**src/rtl/alarm_pkg.sv**
```systemverilog
// Shared definitions for the alarm status link: frame width, flag bit positions
// and the receiver state encoding.
package alarm_pkg;

  localparam int MSG_W_DEF = 4;

  localparam int BIT_ARMED = 0;
  localparam int BIT_ALARM = 1;
  localparam int BIT_S1    = 2;
  localparam int BIT_S2    = 3;

  typedef enum logic [1:0] {
    IDLE  = 2'd0,
    SHIFT = 2'd1,
    DONE  = 2'd2
  } rx_state_t;

endpackage

```
**src/rtl/status_serial_rx_link_watchdog.sv**
```systemverilog
// Saturating liveness counter: cleared by each good frame, link is up while the
// count is below LINK_TO.
module link_watchdog #(
  parameter int LINK_TO = 64
) (
  input  logic clk,
  input  logic srst,
  input  logic clr,
  input  logic inc,
  output logic link_ok
);

  localparam int CW = $clog2(LINK_TO + 1);

  logic [CW-1:0] count_reg;

  always_ff @(posedge clk) begin
    if (srst) begin
      count_reg <= CW'(LINK_TO);
    end else if (clr) begin
      count_reg <= '0;
    end else if (inc && (count_reg < CW'(LINK_TO))) begin
      count_reg <= count_reg + CW'(1);
    end
  end

  assign link_ok = (count_reg < CW'(LINK_TO));

endmodule

```
**src/rtl/status_serial_rx.sv**
```systemverilog
// Deserialises status frames from the main module, optionally confirms them on
// two identical consecutive frames, and decodes the armed/alarm/sensor flags.
module status_serial_rx
  import alarm_pkg::*;
#(
  parameter int MSG_W   = MSG_W_DEF,
  parameter int LINK_TO = 64,
  parameter int CONFIRM = 1
) (
  input  logic             CLK,
  input  logic             RST,
  input  logic             state_send,
  input  logic             state_out,
  output logic [MSG_W-1:0] msg,
  output logic             msg_valid,
  output logic             armed,
  output logic             alarm,
  output logic             sensor1,
  output logic             sensor2,
  output logic             frame_err,
  output logic             link_ok
);

  localparam int CNT_W = (MSG_W > 1) ? $clog2(MSG_W) : 1;

  rx_state_t        state_reg;
  logic             send_q;
  logic             data_q;
  logic [CNT_W-1:0] bit_cnt_reg;
  logic [MSG_W-1:0] shreg_reg;
  logic [MSG_W-1:0] prev_frame_reg;
  logic             prev_vld_reg;

  always_ff @(posedge CLK) begin
    if (RST) begin
      send_q <= 1'b0;
      data_q <= 1'b0;
    end else begin
      send_q <= state_send;
      data_q <= state_out;
    end
  end

  always_ff @(posedge CLK) begin
    if (RST) begin
      state_reg      <= IDLE;
      bit_cnt_reg    <= '0;
      shreg_reg      <= '0;
      prev_frame_reg <= '0;
      prev_vld_reg   <= 1'b0;
      msg            <= '0;
      msg_valid      <= 1'b0;
      frame_err      <= 1'b0;
    end else begin
      msg_valid <= 1'b0;
      frame_err <= 1'b0;
      case (state_reg)
        IDLE: begin
          if (send_q) begin
            state_reg   <= SHIFT;
            bit_cnt_reg <= '0;
          end
        end
        SHIFT: begin
          // A new start strobe mid-frame restarts reception; the partial frame is dropped.
          if (send_q) begin
            frame_err   <= 1'b1;
            shreg_reg   <= '0;
            bit_cnt_reg <= '0;
          end else begin
            shreg_reg[bit_cnt_reg] <= data_q;
            bit_cnt_reg            <= bit_cnt_reg + CNT_W'(1);
            if (bit_cnt_reg == CNT_W'(MSG_W - 1)) begin
              state_reg <= DONE;
            end
          end
        end
        DONE: begin
          prev_frame_reg <= shreg_reg;
          prev_vld_reg   <= 1'b1;
          if ((CONFIRM == 0) || (prev_vld_reg && (shreg_reg == prev_frame_reg))) begin
            msg       <= shreg_reg;
            msg_valid <= 1'b1;
          end
          // Back-to-back frames with no idle gap are legal.
          if (send_q) begin
            state_reg   <= SHIFT;
            bit_cnt_reg <= '0;
          end else begin
            state_reg <= IDLE;
          end
        end
        default: state_reg <= IDLE;
      endcase
    end
  end

  assign armed   = msg[BIT_ARMED];
  assign alarm   = msg[BIT_ALARM];
  assign sensor1 = msg[BIT_S1];
  assign sensor2 = msg[BIT_S2];

  link_watchdog #(
    .LINK_TO (LINK_TO)
  ) u_watchdog (
    .clk     (CLK),
    .srst    (RST),
    .clr     (state_reg == DONE),
    .inc     (1'b1),
    .link_ok (link_ok)
  );

endmodule
```
**config.mk**
```make
export PLATFORM = sky130hd
export DESIGN_NAME = status_serial_rx
export DESIGN_NICKNAME = d
export VERILOG_FILES = /design/src/rtl/alarm_pkg.sv /design/src/rtl/status_serial_rx_link_watchdog.sv /design/src/rtl/status_serial_rx.sv
export SDC_FILE = /design/constraint.sdc
export NUM_CORES = 1
export LEC_CHECK = 0
export ABC_AREA = 0
export CORE_MARGIN = 4
export CORE_UTILIZATION = 28
export CTS_BUF_LIST = sky130_fd_sc_hd__clkbuf_8
export DETAILED_ROUTE_END_ITERATION = 6
export DONT_BUFFER_PORTS = 1
export PLACE_DENSITY = 0.44
export SYNTH_ARGS = -nofsm -noshare
export SYNTH_HDL_FRONTEND = slang
export SYNTH_HIERARCHICAL = 1
export SYNTH_SLANG_ARGS = --single-unit
export TNS_END_PERCENT = 30
```
**constraint.sdc**
```tcl
create_clock -name CLK -period 1.8 [get_ports CLK]
set_clock_uncertainty 0.2 [all_clocks]
set_input_delay 0.09 -clock CLK [delete_from_list [all_inputs] [get_ports CLK]]
set_output_delay 0.09 -clock CLK [all_outputs]
set_load 0.02 [all_outputs]
```
==> flow_summary.toml <==
[yosys]
yosysMostFrequentCell = "dfxtp_1"
synth_ff_type = "dfxtp_1"
synth-xor-area-share = 0.0411
synth_edf_count = 0
synth_area_leader_cell = "dfxtp_1"
synth_top_family_by_area = "simple AND/OR/NAND/NOR gates"
synth_fa_ha_area_frac = 0.0489
synth.avg_cell_area_sq_um = 9.41
ys_seq_area_frac = 0.438
synth_area_leaders = "dfxtp_1, mux2i_1, ha_1"
synth_commonest_cells = "dfxtp_1, nor2_1, nand2b_1"
synth_warnings = 6
synth_top_area_share = 0.438
yosys.area_share.simple = 0.233
ys_ff_latch = 28
synth_cell_types = 36
synth_cells = 136
netlist_area_sq_um = 1280
synth_compound_area_frac = 0.101
yosys-mux-area-fraction = 0.0704
async_reset_ff_frac = 0

[clock_tree]
h-tree-depth = 1
cts_resized = 0
cts_buffers = 3
clock_sinks = 28
cts_root_buf = "clkbuf_8"
cts_tree = "done"
insertion_delay_ps = 270
clkTransAtPathRegs_ps = 90
cts_buffer_depth = 2
cts_setup_buffers = 0

[sta]
max_freq_mhz = 625
fin_tns_setup_ps = 0
slew_viol_final = 0
layout_setup_ws_ps = 200
final.min_clock_period_ps = 1600
worst_pin_slew_ps = 863
rsz0062_at_grt = "false"
finalCritPeriodShare = 0.889
slew_headroom = 0.423
setup_viol_count_final = 0
hold_violations = 0

[routing]
routed_wl_mm = 2.14
via_count = 868
dr_wl_met3_microns = 97
avgViaCountPerCell = 4.54
dr.pass1.iters = 5
met1_length_microns = 975
wl_per_cell_microns = 11.2
wl_met2_mm = 1.05
drtIter0Drc = 50
drc = 0
antenna_left = 0
top_layer = "met4"

[worst_setup_path]
start_kind = "primary input"
critPathRequiredTime_ps = 1760
max_stage_delay_ps = 1100
worst-path-buf-inv = 1
worstPathCellList = "dlygate4sd3_1 > or2_2 > a21oi_1"
critical_path_class = "primary input to flip-flop"
critPathSlowestCell = "dlygate4sd3_1"
endpoint_kind = "flip-flop"
cp_top_family = "buffers and inverters"
cp.arrival_ps = 1560
worstPathMaxFanout = 27

[global_route]
grt_max_degree = 28
grt_antenna_before_repair = 0
grt_pass1_vias = 854
overflow = 0
grt_pass1_wl_mm = 3.75
grt_usage = 0.0874

[layout]
fin_area_sq_um = 1400
fillerInstances = 455
drive_above_1_share = 0.0863
fin_util = 0.320
area_growth_pct = 9.58
largest_register_ffs = 7
antennaDiodeCount = 0
fin_nets = 149
finalNonFillerCells = 191

[placement]
hpwlAfterDp_mm = 1.59
post-place-ws_ps = 199
dpl-instance-area_sq_um = 1320
gp_congestion = 0.678
dp.cells = 184
port_buffers = 0

[floorplanning]
rows = 24
io_pins = 15
die_w_microns = 75.6
coreArea_sq_um = 4380
die_y_microns = 75.6
die-area_sq_um = 5720
start_util = 0.292

[power_and_ir_drop]
pwr_density_cell_nw_per_um2 = 756
irDropWorstVdd_v = 0.000281
p_leak_nw = 0.497

[min_path]
hold_class = "primary input to flip-flop"

[run]
cap_violations = 0

[outcome]
status = "complete, no violations"
-- cells by family (layout without fill, tap and decap cells) --
family,Yosys count,in the layout
and+or+nand+nor,49,49
DFF,28,28
AOI/OAI and AO/OA,22,22
buffers and inverters,16,16
muxes,9,9
xor gates and xnor gates,6,6
adders and majority gates,5,5
other,1,4
-- power breakdown --
group | total (W) | switching, W | internal [W]
Sequential | 0.000636 | 0.0000107 | 0.000626
Clock | 0.000380 | 0.000184 | 0.000196
Combinational | 0.0000446 | 0.0000241 | 0.0000205
-- worst register-to-register path: cells and delay by family (launching register included) --
kind	cells	cell delay, ps
flops	1	430
simple gates	3	680
mux	1	230
-- layer usage --
layer,global-route usage,up-vias
met4,0.0427,0
met1,0.111,393
li1,-,454
met3,0.0237,4
met5,0,-
met2,0.136,17
-- metrics by stage --
step	total power [W]	hold slack, ps
floorplan	0.000682	-24.0
global placement	0.000683	-34.2
detailed placement	0.000683	-33.0
CTS	0.00108	276
global route	0.00111	265
finish	0.00106	278
-- worst paths after layout --
check / cells past startpoint / startpoint / endpoint / slack, ps
max reg2reg: 4 / state_reg[1]$_SDFFE_PP0P_ / msg[1]$_SDFFE_PP0P_ / 200
min: 2 / state_send / send_q$_SDFF_PP0_ / 280
max: 3 / RST / u_watchdog/count_reg[3]$_SDFFE_PP0P_ / 200
min reg2reg: 2 / msg[1]$_SDFFE_PP0P_ / msg[1]$_SDFFE_PP0P_ / 290
-- layout by cell type (no fill, tap or decap), types with 5 or more instances in the layout --
cell      count
dfxtp_1      28
a21oi_1       5
nand2b_1     10
nor2_1       15
ha_1          5
mux2i_1       9
o21ai_0       9
inv_1         6
-- what timing repair did --
action | CTS | global route
hold buffers | 3 | 0
endpoints found under the setup margin | 0 | 0
endpoints found under the hold margin | 28 | 0
-- cell type report --
class | count | area [sq um] | area share
multi-input combinational | 95 | 647 | 0.461
sequential | 28 | 561 | 0.400
tap | 52 | 65.1 | 0.0464
clock buffer | 4 | 55.1 | 0.0393
timing repair buffer | 6 | 52.6 | 0.0375
inverter | 6 | 22.5 | 0.0161
Power figures use the tool's default switching activity.
